### config.mk
export PLATFORM = sky130hd
export DESIGN_NAME = reconfig_const_div_flat
export DESIGN_NICKNAME = d
export VERILOG_FILES = /design/src/rtl/reconfig_const_div_if.sv /design/src/rtl/reconfig_const_div.sv /design/src/flat_wrapper.sv
export SDC_FILE = /design/constraint.sdc
export NUM_CORES = 1
export LEC_CHECK = 0
export CAP_MARGIN = 20
export CORE_ASPECT_RATIO = 0.75
export CORE_MARGIN = 2
export CORE_UTILIZATION = 35
export DETAILED_ROUTE_END_ITERATION = 16
export SYNTH_ARGS = -nofsm -noshare
export SYNTH_HDL_FRONTEND = slang
export SYNTH_SLANG_ARGS = --single-unit
### constraint.sdc
create_clock -name clk -period 3.8 [get_ports clk]
set_clock_uncertainty 0.15 [all_clocks]
set_input_delay 0.95 -clock clk [delete_from_list [all_inputs] [get_ports clk]]
set_output_delay 0.95 -clock clk [all_outputs]
set_load 0.03 [all_outputs]
### src/rtl/reconfig_const_div_if.sv
// Handshake bundle for reconfig_const_div: input (y_in, s_in) and output (x_out, out_err) channels.
// chk_err exists only when RECONFIG_DIV_CHECK_EN is defined.
interface reconfig_const_div_if #(
  parameter int unsigned WIDTH = 32
);
  logic             in_valid;
  logic             in_ready;
  logic [WIDTH-1:0] y_in;
  logic             s_in;
  logic             out_valid;
  logic             out_ready;
  logic [WIDTH-1:0] x_out;
  logic             out_err;
`ifdef RECONFIG_DIV_CHECK_EN
  logic             chk_err;

  modport master (
    output in_valid, y_in, s_in, out_ready,
    input  in_ready, out_valid, x_out, out_err, chk_err
  );
  modport slave (
    input  in_valid, y_in, s_in, out_ready,
    output in_ready, out_valid, x_out, out_err, chk_err
  );
`else
  modport master (
    output in_valid, y_in, s_in, out_ready,
    input  in_ready, out_valid, x_out, out_err
  );
  modport slave (
    input  in_valid, y_in, s_in, out_ready,
    output in_ready, out_valid, x_out, out_err
  );
`endif
endinterface

### src/rtl/reconfig_const_div.sv
// Bit-serial exact (Hensel) divider inverting y = x*6161 (s=0) or y = x*20746 (s=1), mod 2^32.
// Optional RECONFIG_DIV_CHECK_EN adds chk_err: a forward re-multiply self-check of each result.
module reconfig_const_div #(
  parameter int unsigned WIDTH  = 32,
  parameter int unsigned C_ODD0 = 6161,
  parameter int unsigned C_ODD1 = 10373
) (
  input logic                 clk,
  input logic                 rst,
  reconfig_const_div_if.slave bus
);
  localparam int unsigned CNT_W = $clog2(WIDTH);
  localparam logic [CNT_W-1:0] LAST = CNT_W'(WIDTH - 1);

  typedef enum logic [1:0] {IDLE, RUN, DONE} state_t;

  state_t           state;
  logic [WIDTH-1:0] r, c, q;
  logic [CNT_W-1:0] cnt;
  logic             s, err;
  logic             in_ready_q, out_valid_q, out_err_q;
  logic [WIDTH-1:0] x_q;
  logic [WIDTH-1:0] r_nxt, q_nxt, x_nxt;

  // c is odd, so subtracting c<<i clears bit i of r and leaves lower bits untouched.
  always_comb begin
    r_nxt = r;
    q_nxt = q;
    if (r[cnt]) begin
      q_nxt[cnt] = 1'b1;
      r_nxt      = r - (c << cnt);
    end
    x_nxt = err ? '0 : (s ? {1'b0, q_nxt[WIDTH-2:0]} : q_nxt);
  end

`ifdef RECONFIG_DIV_CHECK_EN
  logic [WIDTH-1:0] y_q;
  logic             chk_q;

  // 6161x = 3x<<11 + 17x ; 20746x = (5x*2049 + x<<7) << 1 -- three adders each.
  function automatic logic [WIDTH-1:0] mult(input logic [WIDTH-1:0] x, input logic sel);
    logic [WIDTH-1:0] a, b;
    if (sel) begin
      a = x + (x << 2);
      b = a + (a << 11);
      return (b + (x << 7)) << 1;
    end else begin
      a = x + (x << 1);
      b = x + (x << 4);
      return (a << 11) + b;
    end
  endfunction

  assign bus.chk_err = chk_q;
`endif

  assign bus.in_ready  = in_ready_q;
  assign bus.out_valid = out_valid_q;
  assign bus.x_out     = x_q;
  assign bus.out_err   = out_err_q;

  always_ff @(posedge clk) begin
    if (rst) begin
      state       <= IDLE;
      in_ready_q  <= 1'b1;
      out_valid_q <= 1'b0;
      out_err_q   <= 1'b0;
      x_q         <= '0;
      r           <= '0;
      q           <= '0;
      c           <= '0;
      cnt         <= '0;
      s           <= 1'b0;
      err         <= 1'b0;
`ifdef RECONFIG_DIV_CHECK_EN
      y_q         <= '0;
      chk_q       <= 1'b0;
`endif
    end else begin
      case (state)
        IDLE: begin
          if (bus.in_valid) begin
            state      <= RUN;
            in_ready_q <= 1'b0;
            s          <= bus.s_in;
            r          <= bus.s_in ? {1'b0, bus.y_in[WIDTH-1:1]} : bus.y_in;
            c          <= bus.s_in ? WIDTH'(C_ODD1) : WIDTH'(C_ODD0);
            q          <= '0;
            cnt        <= '0;
            err        <= bus.s_in & bus.y_in[0];
`ifdef RECONFIG_DIV_CHECK_EN
            y_q        <= bus.y_in;
`endif
          end
        end
        RUN: begin
          r   <= r_nxt;
          q   <= q_nxt;
          cnt <= cnt + CNT_W'(1);
          if (cnt == LAST) begin
            state       <= DONE;
            x_q         <= x_nxt;
            out_err_q   <= err;
            out_valid_q <= 1'b1;
`ifdef RECONFIG_DIV_CHECK_EN
            chk_q       <= (mult(x_nxt, s) != y_q) && !err;
`endif
          end
        end
        DONE: begin
          if (bus.out_ready) begin
            state       <= IDLE;
            out_valid_q <= 1'b0;
            in_ready_q  <= 1'b1;
          end
        end
        default: state <= IDLE;
      endcase
    end
  end
endmodule

### src/flat_wrapper.sv
// flat-port wrapper written by rule: the top's interface ports become plain ports
module reconfig_const_div_flat 
#(
  parameter int unsigned WIDTH  = 32,
  parameter int unsigned C_ODD0 = 6161,
  parameter int unsigned C_ODD1 = 10373
)
  (clk, rst, bus_in_valid, bus_y_in, bus_s_in, bus_out_ready, bus_in_ready, bus_out_valid, bus_x_out, bus_out_err);
  reconfig_const_div_if #(.WIDTH(WIDTH)) bus_i ();
  input logic clk;
  input logic rst;
  input wire logic [$bits(bus_i.in_valid)-1:0] bus_in_valid;
  input wire logic [$bits(bus_i.y_in)-1:0] bus_y_in;
  input wire logic [$bits(bus_i.s_in)-1:0] bus_s_in;
  input wire logic [$bits(bus_i.out_ready)-1:0] bus_out_ready;
  output wire logic [$bits(bus_i.in_ready)-1:0] bus_in_ready;
  output wire logic [$bits(bus_i.out_valid)-1:0] bus_out_valid;
  output wire logic [$bits(bus_i.x_out)-1:0] bus_x_out;
  output wire logic [$bits(bus_i.out_err)-1:0] bus_out_err;
  assign bus_i.in_valid = bus_in_valid;
  assign bus_i.y_in = bus_y_in;
  assign bus_i.s_in = bus_s_in;
  assign bus_i.out_ready = bus_out_ready;
  assign bus_in_ready = bus_i.in_ready;
  assign bus_out_valid = bus_i.out_valid;
  assign bus_x_out = bus_i.x_out;
  assign bus_out_err = bus_i.out_err;
  reconfig_const_div #(.WIDTH(WIDTH), .C_ODD0(C_ODD0), .C_ODD1(C_ODD1)) u_core (.clk(clk), .rst(rst), .bus(bus_i));
endmodule
* Yosys cells after proc, flatten, opt, wreduce, memory -nomap -nowiden *
Index checks and enable logic that the tools add are counted.

storage, ports and cells
  latch bits = 0
  memories kept = 0
  logic and storage cells = 63
  input bits = 37
  memory bits (read-only) = 0
  RAM bits = 0
  register bits = 140
  output and inout bits = 35

cells by class
  reductions and logical operators = 12
  equality and inequality tests = 7
  add/sub/neg operators = 2
  bitwise logic cells = 2
  multiply operators = 0
  shift operators = 1
  order comparisons = 2
  muxes and demuxes = 26
  divide/modulo/power cells = 0

operators by type and width
  cell                   count
  $mux W32               7
  $pmux W32 S2           2
  $or A32 B32 Y32        1
  $shl A32 B5 Y32        1
  $sub A32 B32 Y32       1
  $mux W14               1
  $reduce_and A3 Y1      4
  $pmux W5 S2            1
  $lt A5 B6 Y1 const B   1
  $mux W1                6
  $mux W2                3
  $pmux W2 S3            1
  $reduce_and A2 Y1      3
  $reduce_bool A2 Y1     3
  $add A5 B1 Y5 const B  1
  $bmux W1 S5            1
  $demux W1 S5           1
  $eq A5 B5 Y1 const B   1
  $ge A5 B1 Y1 const B   1
  $mux W5                1
  $ne A2 B1 Y1 const B   2
  $ne A2 B2 Y1 const B   2
  $pmux W1 S2            2
  $eq A2 B1 Y1 const B   1
  other kinds (4)        4

* Logic depth before layout (Yosys ltp) *
  depth in word-level cells = 8
  gate-level depth with buffers = 19
  depth with buffers taken out = 17

* Worst setup path after synthesis *
Ideal clock, no wire load.

  path type = register to register
  from = register u_core.cnt[0]
  to = register u_core.r[29]
  path slack = -0.348 ns
  path buffers = 3
  data arrival time = 3.883 ns
  library setup time = 0.115 ns
  required time = 3.535 ns
  clock period less this slack = 4.148 ns
  stages on the path, launching flop included = 19
  cell sequence = dfxtp_1 clkbuf_1 clkbuf_1 inv_1 clkbuf_1 or3_1 o21ai_0 a21boi_0 o22ai_1 nand2_1 ha_1 a21oi_1 nor2_1 a211oi_1 a21oi_1 o2111ai_2 a2111oi_0 or4_1 and3_1

on the way
  longest elaborated chain between the ends = 4
  elaborated cells on any way between the ends = 8
  those cells by class = add/sub (1); eq/ne (1); shift (1); mux (4); reduce/logical (1)

ends and longest elaborated chain
  item                                               line                                                source
  start, declared                                    reconfig_const_div.sv:19                            logic [CNT_W-1:0] cnt;
  start signal, assigned                             reconfig_const_div.sv:99                            cnt <= cnt + CNT_W'(1);
  $shl A32 B5 Y32 or $bmux W1 S5 (tied branches)     reconfig_const_div.sv:31, reconfig_const_div.sv:29
  $sub A32 B32 Y32 or $mux W1 (tied branches)        reconfig_const_div.sv:31, reconfig_const_div.sv:29
  $mux W32 or $ne A2 B1 Y1 (tied branches)           -
  $pmux W32 S2 or $reduce_and A3 Y1 (tied branches)  -
  end signal, assigned                               reconfig_const_div.sv:86                            r <= bus.s_in ? {1'b0, bus.y_in[WIDTH-1:1]} : bus.y_in;
  end signal, assigned                               reconfig_const_div.sv:97                            r <= r_nxt;
  end, declared                                      reconfig_const_div.sv:18                            logic [WIDTH-1:0] r, c, q;

Parallel ways exist; a longest one is shown, timed or not. The select of a mux whose other input is x is not followed.
A chain may end at the register's enable or synchronous reset.

* Final worst setup path *
  from = register u_core.cnt[2]
  to = register u_core.r[29]

The elaborated chain is that of the path after synthesis.

==> results.toml <==
[critical_path]
cp_top_family = "simple AND/OR/NAND/NOR gates"
timing.rr.start = "u_core.cnt[2]$_SDFFE_PP0P_"
reg2reg_to = "u_core.r[29]$_SDFFE_PP0P_"
cp-end-kind = "register"
crit_path_max_fanout = 11
crit_type = "register to register"
cp.required_ps = 3910
ff2ff_path_depth = 16
crit_buf_inv = 1
cpMaxStageDelayCell = "or4_1"
r2r_slack_ps = 140
worstPathCellList = "nor2b_2, or2_2, nor2_1, a31oi_1, o22ai_2, nand2_1, ha_1, nand2_1, nor2_1, a211oi_2, a21oi_4, o2111ai_4, a2111oi_4, buf_4, or4_1, and3_1"
cp-start-kind = "register"
cp_data_arrival_time_ps = 3770
critPathMaxStageDelay_ps = 470

[clock_network]
cts_buffers = 9
cts_root_buffer = "clkbuf_16"
clkSlewWorstSetupHoldPaths_ps = 80
holdBufCountCts = 0
cts_tree = "yes"
cts_buffer_depth = 2
insertion_delay_ps = 370
cts.sinks = 110
htree_num_levels = 3

[run]
drv_cap = 0

[detailed_routing]
ant_nets = 0
dr.pass1.iters = 5
dr_total_vias = 7808
vias_per_cell = 5.54
wl_per_cell_um = 17.3
wl_mm = 24.4
drc = 0
drt_iter0_drc = 642

[power]
total_leakage_power_nw = 3.80
power.density_nw_per_um2 = 388
ir_worst_vdd_mv = 0.215

[place]
place.gp.congestion = 0.933
dp_hpwl_mm = 18.8
place_area_sq_um = 9210
dp_cells = 1391
port_buffers = 71

[sta]
post-route-period-util_pct = 96.2
max_clock_freq_mhz = 273
setup_viol = 0
drv_slew = 0
worst_pin_slew_ps = 730
fin_setup_tns_ps = 0
max_slew_margin_pct = 51.0
hold_violations = 0
hold_ws_ps = 304
period_needed_ps = 3660

[final_layout]
final_cell_area_sq_um = 9700
area_growth_syn_to_layout_pct = 27.9
stdcell_count = 1410
fin_nets = 1192
n_antenna_cell = 0
drive_above_1_share_pct = 16.7

[status]
status = "complete, no violations"

[logic_synthesis]
yosys_warnings = 0
synth_area_per_cell_sq_um = 7.62
ys_seq_elements = 110
yosysSeqAreaShare_pct = 29.0
ys_types = 71
synth_top_area_share_pct = 29.0
async_reset_ff_share_pct = 0
synth_edf_count = 0
synthesis.area_sq_um = 7580
ys_top_cells_by_area = "dfxtp_1 29%, a21oi_1 6.8%, mux2i_1 6.7%"
synthCells = 995
yosysTopAreaCell = "dfxtp_1"
syn-num-nets = 1070
ys.flop_type = "dfxtp_1"

[hold_path]
worstHoldEndpoint = "u_core.bus.x_out[5]$_SDFFE_PP0P_"
worstHoldStart = "u_core.bus.x_out[5]$_SDFFE_PP0P_"
min_delay_path_depth = 2
hold_path_class = "register to register"

[grt]
antenna_found_initial = 0
grt_pass1_vias = 7229
grt_max_degree = 61
grt_overflow = 0
grt_pass1_wl_mm = 39.4
grt_use_total_pct = 21.2

[die]
ios = 72
die-height_um = 131
initial_core_util_pct = 35.8
core.rowCount = 46
coreArea_sq_um = 21200
die_x_um = 174
die_area_sq_um = 22900
## worst register-to-register path, delay by kind of cell (launching register included)
kind	cells	cell delay (ps)
AO/OA/AOI/OAI	6	1050
AND/OR/NAND/NOR	8	1510
adder cells (fa/ha/maj)	1	320
flip-flops	1	390
buffers and inverters	1	150
## flip-flops by register name, summed over array words and instances (netlist names)
name                  cells
u_core.err                1
u_core.bus.out_valid      1
u_core.bus.out_err        1
u_core.c                  3
u_core.cnt                5
u_core.state              2
u_core.bus.x_out         32
u_core.r                 32
u_core.q                 32
u_core.bus.in_ready       1
## synth_stat cells (all sizes together) (3+ instances only)
cell type  number
a2111oi         3
a211oi         11
a21o           20
a21oi         103
a221oi          6
a22oi          46
a2bb2oi         3
a31o            3
a31oi           5
and2           11
and3            5
buf            22
clkbuf         57
dfxtp         110
ha             37
inv            16
mux2            9
mux2i          51
nand2         118
nand2b         15
nand3          20
nand4          11
nor2          107
nor2b          11
nor3           19
nor3b          10
nor4            3
o211ai         23
o21a            4
o21ai          55
o21bai          3
o22ai          10
o31ai           3
o32ai           5
or2             3
or3             7
or4             4
xnor2          12
xor2            7
## cells by family (layout without fill, tap and decap cells)
kind of cell	after synthesis	after routing	synth area share, %
AOI/OAI and AO/OA	323	323	27.3
xor gates and xnor gates	19	19	2.19
adders and majority gates	38	38	6.37
buffers and inverters	96	223	5.33
DFF	110	110	29.0
muxes	60	60	8.12
and+or+nand+nor	349	349	21.7
## per-layer routing
layer  vias up  track usage, %  share of wire (%)
li1       3867               -                  -
met2       204            30.2                 41
met5         -               0                  0
met1      3720            33.2                 53
met3        17            3.33                5.8
met4         0            4.01               0.88
## worst max path at each step
stage                                      to  depth (start not counted)                        from
global route        u_core.r[29]$_SDFFE_PP0P_                         16  u_core.cnt[2]$_SDFFE_PP0P_
CTS                 u_core.r[29]$_SDFFE_PP0P_                         16  u_core.cnt[0]$_SDFFE_PP0P_
finish              u_core.r[29]$_SDFFE_PP0P_                         16  u_core.cnt[2]$_SDFFE_PP0P_
global placement    u_core.r[31]$_SDFFE_PP0P_                         15  u_core.cnt[2]$_SDFFE_PP0P_
floorplan           u_core.r[29]$_SDFFE_PP0P_                         18  u_core.cnt[0]$_SDFFE_PP0P_
detailed placement  u_core.r[31]$_SDFFE_PP0P_                         15  u_core.cnt[2]$_SDFFE_PP0P_
## power by group
group          internal, W  switching, W  total [W]
Combinational     0.000689      0.000791    0.00148
Sequential         0.00120     0.0000613    0.00126
Clock             0.000540      0.000480    0.00102
Total              0.00243       0.00133    0.00376
## cells in the final DEF (no fill, tap or decap), types with 11 or more instances in the layout
| cell type | n |
|---|---|
| a21oi_1 | 100 |
| clkdlybuf4s50_1 | 69 |
| nand2_1 | 118 |
| ha_1 | 36 |
| nor2_1 | 105 |
| o211ai_1 | 23 |
| nand3_1 | 19 |
| nand2b_1 | 13 |
| o21ai_0 | 50 |
| buf_4 | 117 |
| and2_1 | 11 |
| a21o_1 | 20 |
| xnor2_1 | 12 |
| dfxtp_1 | 107 |
| inv_1 | 16 |
| nor3_1 | 16 |
| a22oi_1 | 46 |
| mux2i_1 | 51 |
## final cells by class
cell class              count  area, sq um
fillers                  2156        11500
multi-input cells         789         5150
flip-flops and latches    110         2210
repair buffers            190         1600
well taps                 288          360
clock buffers              11          243
clock inverters             5         66.3
inverters                  17         65.1
## per-stage QoR
| stage | util [%] | setup slack [ps] | power [W] |
|---|---|---|---|
| 2_1_floorplan | - | -23.1 | 0.00218 |
| 3_3_place_gp | 43.5 | -119 | 0.00267 |
| 3_5_place_dp | 43.5 | -83.0 | 0.00267 |
| 4_1_cts | 45.0 | 46.5 | 0.00369 |
| 5_1_grt | 45.8 | -5.62 | 0.00397 |
| 6_report | 45.8 | 143 | 0.00376 |
## what timing repair did
item / 4_1_cts / 5_1_grt
endpoints found under the setup margin: 5 / 16
setup buffers: 0 / 3
hold endpoints to repair: 0 / 0
gates resized for setup: 3 / 34
pin swaps: 0 / 7
(Power assumes the default switching activity.)
